<file path="config.mk">
export PLATFORM = sky130hd
export DESIGN_NAME = diode_receiver
export DESIGN_NICKNAME = d
export VERILOG_FILES = /design/src/rtl/diode_pkg.sv /design/src/rtl/diode_rx_buffer.sv /design/src/rtl/diode_receiver.sv
export SDC_FILE = /design/constraint.sdc
export NUM_CORES = 1
export LEC_CHECK = 0
export ABC_CLOCK_PERIOD_IN_PS = 3800
export BUFFER_PORTS_ARGS = -buffer_cell sky130_fd_sc_hd__clkbuf_2
export CAP_MARGIN = 20
export CORE_AREA = 2 2 107 109
export CTS_BUF_LIST = sky130_fd_sc_hd__clkbuf_2 sky130_fd_sc_hd__clkbuf_4 sky130_fd_sc_hd__clkbuf_8
export CTS_CLUSTER_SIZE = 28
export DETAILED_ROUTE_END_ITERATION = 6
export DIE_AREA = 0 0 109 111
export GPL_ROUTABILITY_DRIVEN = 0
export MAX_ROUTING_LAYER = met4
export PLACE_DENSITY = 0.8
export SLEW_MARGIN = 20
export SYNTH_ARGS = -nofsm -noshare
export SYNTH_HDL_FRONTEND = slang
export SYNTH_HIERARCHICAL = 1
export SYNTH_SLANG_ARGS = --single-unit
export TNS_END_PERCENT = 1
</file>
<file path="constraint.sdc">
create_clock -name clk -period 3.8 [get_ports clk]
set_input_delay 0.19 -clock clk [delete_from_list [all_inputs] [get_ports clk]]
set_output_delay 0.19 -clock clk [all_outputs]
set_load 0.03 [all_outputs]
</file>
<file path="src/rtl/diode_pkg.sv">
// Constants shared by both ends of the data diode, plus a saturating-increment helper.
package diode_pkg;

  localparam int DEFAULT_RATE       = 1;
  localparam int DEFAULT_DEPTH_BITS = 4;

  // Increments value, holding at the all-ones value of the given width.
  function automatic logic [31:0] saturating_inc(input logic [31:0] value, input int unsigned width);
    logic [32:0] max_v;
    max_v = (33'd1 << width) - 33'd1;
    if ({1'b0, value} >= max_v) begin
      saturating_inc = value;
    end else begin
      saturating_inc = value + 32'd1;
    end
  endfunction

endpackage

</file>
<file path="src/rtl/diode_rx_buffer.sv">
// Receive-side ring buffer with first-word fall-through read.
// A push is accepted when full provided a pop happens in the same cycle.
module diode_rx_buffer
  import diode_pkg::*;
#(
  parameter int DEPTH_BITS = DEFAULT_DEPTH_BITS,
  parameter int WIDTH      = 8
) (
  input  logic                  clk,
  input  logic                  rst,
  input  logic                  push,
  input  logic                  pop,
  input  logic [WIDTH-1:0]      wr_data,
  output logic [WIDTH-1:0]      rd_data,
  output logic [DEPTH_BITS:0]   level,
  output logic                  full,
  output logic                  empty
);

  localparam int DEPTH = 1 << DEPTH_BITS;

  logic [WIDTH-1:0]    mem_q [DEPTH];
  logic [DEPTH_BITS:0] wr_ptr_q, wr_ptr_d;
  logic [DEPTH_BITS:0] rd_ptr_q, rd_ptr_d;
  logic                pop_ok_s;
  logic                push_ok_s;

  // Status flags and pointer advance; the extra MSB separates full from empty.
  always_comb begin
    empty     = (wr_ptr_q == rd_ptr_q);
    full      = (wr_ptr_q[DEPTH_BITS] != rd_ptr_q[DEPTH_BITS]) &&
                (wr_ptr_q[DEPTH_BITS-1:0] == rd_ptr_q[DEPTH_BITS-1:0]);
    level     = wr_ptr_q - rd_ptr_q;
    rd_data   = mem_q[rd_ptr_q[DEPTH_BITS-1:0]];
    pop_ok_s  = pop && !empty;
    push_ok_s = push && (!full || pop_ok_s);
    wr_ptr_d  = wr_ptr_q;
    rd_ptr_d  = rd_ptr_q;
    if (push_ok_s) begin
      wr_ptr_d = wr_ptr_q + (DEPTH_BITS+1)'(1);
    end else begin
      wr_ptr_d = wr_ptr_q;
    end
    if (pop_ok_s) begin
      rd_ptr_d = rd_ptr_q + (DEPTH_BITS+1)'(1);
    end else begin
      rd_ptr_d = rd_ptr_q;
    end
  end

  // Pointer registers.
  always_ff @(posedge clk) begin
    if (rst) begin
      wr_ptr_q <= '0;
      rd_ptr_q <= '0;
    end else begin
      wr_ptr_q <= wr_ptr_d;
      rd_ptr_q <= rd_ptr_d;
    end
  end

  // Storage is intentionally not reset; it is only read while non-empty.
  always_ff @(posedge clk) begin
    if (push_ok_s && !rst) begin
      mem_q[wr_ptr_q[DEPTH_BITS-1:0]] <= wr_data;
    end
  end

endmodule

</file>
<file path="src/rtl/diode_receiver.sv">
// Data-diode receive endpoint: drains the diode unconditionally, re-buffers for a
// stalling consumer, and counts words that could not be buffered.
module diode_receiver
  import diode_pkg::*;
#(
  parameter int DEPTH_BITS = DEFAULT_DEPTH_BITS,
  parameter int WIDTH      = 8,
  parameter int DROP_WIDTH = 16
) (
  input  logic                  clk,
  input  logic                  rst,
  input  logic                  in_valid,
  input  logic [WIDTH-1:0]      in_data,
  output logic                  in_ready,
  output logic                  out_valid,
  output logic [WIDTH-1:0]      out_data,
  input  logic                  out_ready,
  output logic [DEPTH_BITS:0]   level,
  output logic [DROP_WIDTH-1:0] drop_count,
  output logic                  dropped
);

  logic                  in_ready_q, in_ready_d;
  logic [DROP_WIDTH-1:0] drop_count_q, drop_count_d;
  logic                  dropped_q, dropped_d;
  logic                  accept_s, pop_s, push_s, drop_s;
  logic                  full_s, empty_s;

  diode_rx_buffer #(
    .DEPTH_BITS (DEPTH_BITS),
    .WIDTH      (WIDTH)
  ) u_buffer (
    .clk     (clk),
    .rst     (rst),
    .push    (push_s),
    .pop     (pop_s),
    .wr_data (in_data),
    .rd_data (out_data),
    .level   (level),
    .full    (full_s),
    .empty   (empty_s)
  );

  // in_ready depends on reset alone so nothing downstream can signal back upstream.
  always_comb begin
    in_ready_d   = 1'b1;
    accept_s     = in_valid && in_ready_q;
    pop_s        = !empty_s && out_ready;
    push_s       = accept_s && (!full_s || pop_s);
    drop_s       = accept_s && full_s && !pop_s;
    drop_count_d = drop_count_q;
    dropped_d    = dropped_q;
    if (drop_s) begin
      drop_count_d = DROP_WIDTH'(saturating_inc(32'(drop_count_q), DROP_WIDTH));
      dropped_d    = 1'b1;
    end else begin
      drop_count_d = drop_count_q;
      dropped_d    = dropped_q;
    end
  end

  // Ready and drop-accounting registers.
  always_ff @(posedge clk) begin
    if (rst) begin
      in_ready_q   <= 1'b0;
      drop_count_q <= '0;
      dropped_q    <= 1'b0;
    end else begin
      in_ready_q   <= in_ready_d;
      drop_count_q <= drop_count_d;
      dropped_q    <= dropped_d;
    end
  end

  assign in_ready   = in_ready_q;
  assign out_valid  = !empty_s;
  assign drop_count = drop_count_q;
  assign dropped    = dropped_q;

endmodule
</file>
==> out/metrics.cfg <==
[sta]
fmax_mhz=301.5
fin_skew_ns=0.01347
final-max-slew-violation-count=0
setup_tns_ns=0
period_minus_slack_ns=3.317
setup_violations=0
hold_slack_ns=0.2104
rsz0062_at_grt=false
tightest_slew_ns=0.8809
finalCritPeriodShare_pct=87.28
finalHoldViolCount=0
max_slew_margin_pct=40.92

[cells_and_area]
finalInstanceArea_mm2=0.007512
drive_above_1_share_pct=27.27
num_antenna_cells=0
syn2layout_area_growth_pct=12.50
fin_cells=638
finalNetCount=505

[grt]
grt.total_usage_pct=24.79
grt_max_degree=33
grt_pass1_vias=3886
antenna_found_initial=0
grt_pass1_wl_mm=21.01
globalRouteOverflowTotal=0

[routing]
remaining_drc_errors=0
avgRoutedWirePerCell_um=21.27
dr_total_vias=3942
routed_wl_mm=13.57
dr.pass1.iters=6
dr.first_iter.drc_count=329
ant_nets=0
vias_per_cell=6.179

[critical_path]
path_cells=ha_1 -> nand4_1 -> nor2_1 -> nand2b_1 -> inv_1 -> nor2_1 -> nor2_1 -> o31ai_2 -> nor4_1 -> buf_4
cpPeakStageDelay_ns=0.52
worstSetupPathType=flop to flop
cpMostUsedCell=nor2_1
crit_slowest_cell=dfxtp_1
required_ns=3.95
cp-start-kind=flop
endpoint_kind=flop
arrival_ns=3.47
worstPathMaxFanout=12

[cts]
postCtsSetupRepairBufs=0
cts_buffer_depth=2
tritoncts=done
ctsHoldBuffers=0
cts.clk_slew.worst_paths_ns=0.09
cts_resized=0
htreeDepth=4
cts_sinks=160
cts_inserted_buffers=17
clk_root_buffer_cell=clkbuf_8
clock_latency_ns=0.45

[logic_synthesis]
seq_area_frac_synth_pct=67.15
synth_area_leaders=edfxtp_1 (58%), mux4_2 (11%), dfxtp_1 (9.6%)
avgSynthCellArea_um2=15.79
syn-num-nets=446
ys_types=56
synth_cells=423
synth_common_cells=edfxtp_1 (128), dfxtp_1 (32), mux4_2 (32), nor2_1 (26), inv_1 (18)
synth_flop_cell=edfxtp_1
synth_top_area_cell=edfxtp_1
synth.top_cell.area_share_pct=57.56
synth_enable_flop_cells=128
async_flop_share_pct=0
yosysWarningCount=6
synthesis.area_mm2=0.006678
ys_ff_latch=160
synth.most_common_cell=edfxtp_1

[placed_design]
dp.cells=606
hpwl_mm=9.218
place_area_mm2=0.007091
port_buffers=43

[die]
die_y_um=111
start_util_pct=60.28
ios=44
rows=39
fp.dieArea_mm2=0.01210
core-area_mm2=0.01108
die_w_um=109

[pwr]
p_leak_nw=2.495
max-vdd-ir-drop_mv=0.2154
pwr_density_cell_mw_per_mm2=444.5

[run]
cap_viol_max_count=0

[run_status]
status=finished, final reports clean

[worst_hold_path]
min_path_type=input pin to flop

final cells by class:
class / instances / area [µm²]
Timing Repair Buffer: 57 / 320.3
Fill cell: 735 / 3565
Sequential cell: 160 / 4487
Clock buffer: 17 / 234.0
Inverter: 18 / 67.56
Multi-Input combinational cell: 228 / 2038
Clock inverter: 15 / 186.4
Tap cell: 143 / 178.9
logic make-up after synthesis:
family | Yosys count | synth area share [%]
AOI/OAI and AO/OA | 61 | 6.296
xor gates and xnor gates | 11 | 1.555
adders and majority gates | 11 | 2.174
buffers and inverters | 35 | 2.323
DFF | 160 | 67.15
muxes | 35 | 11.28
and+or+nand+nor | 110 | 9.219
per-layer routing:
metal  share of wire (%)  wire length, µm  up-vias  GRT usage (%)
li1                    -                -     1792              -
met4                 3.2              435        0          10.43
met5                   0                0        -              -
met2                  50             6771      173          37.35
met1                  40             5440     1940          32.60
met3                 6.8              921       37          5.820
critical path, delay by kind of cell (launching register included):
family | cells | cell delay, ns
DFF | 1 | 0.52
buffers and inverters | 2 | 0.47
adders and majority gates | 1 | 0.35
and+or+nand+nor | 6 | 1.39
AOI/OAI and AO/OA | 1 | 0.28
final timing paths:
kind                                      startpoint                   end  slack, ns  cells after the start
worst min register to register               dropped               dropped       0.47                      2
worst min-delay path                      in_data[4]  u_buffer/mem_q[8][4]       0.21                      1
worst max-delay path            u_buffer/wr_ptr_q[2]  u_buffer/mem_q[0][1]       0.48                     10
worst max register to register  u_buffer/wr_ptr_q[2]  u_buffer/mem_q[0][1]       0.48                     10
report_power, final:
part / internal [mW] / switching [mW]
Sequential: 1.89 / 0.00871
Combinational: 0.0509 / 0.102
Clock: 0.657 / 0.627
Total: 2.60 / 0.738
cells in the final DEF, fill, tap and decap left out, types with 2 or more instances in the layout:
cell type and count:
edfxtp_1 128, clkbuf_2 43, mux4_2 32, dfxtp_1 30
nor2_1 26, inv_1 18, clkbuf_8 17, a22oi_1 16
nand2_1 15, a21oi_1 15, buf_4 14, nand3_1 11
nand2b_1 10, ha_1 10, xnor2_1 9, nor4_1 7
nor3_1 7, o21ai_0 7, nand4_1 5, or3_1 5
nor2b_1 4, clkinvlp_4 4, clkinv_4 4, and3_1 3
o31ai_1 3, a211oi_1 3, nor4b_1 3, inv_6 3
bufinv_16 3, and4_1 2, o311ai_0 2, o41ai_1 2
mux2_2 2, or4_1 2, and2_1 2, a31oi_1 2
a21o_1 2, dfxtp_2 2
state kept, by name, indices dropped and copies added, names as in the netlist, named ones only:
signal	flops
u_buffer/mem_q	128
drop_count	16
u_buffer/rd_ptr_q	5
u_buffer/wr_ptr_q	5
dropped	1
in_ready	1
metrics by stage:
stage                     setup slack (ns)  power (mW)  util (%)
after floorplan                     0.5371       2.037         -
after detailed placement            0.6225       2.095     64.01
after CTS                           0.5418       3.356     67.81
final                               0.4833       3.339     67.82
after global routing                0.2618       3.437     67.82
after global placement              0.7664       2.092     64.01
Power figures use the tool's default switching activity.
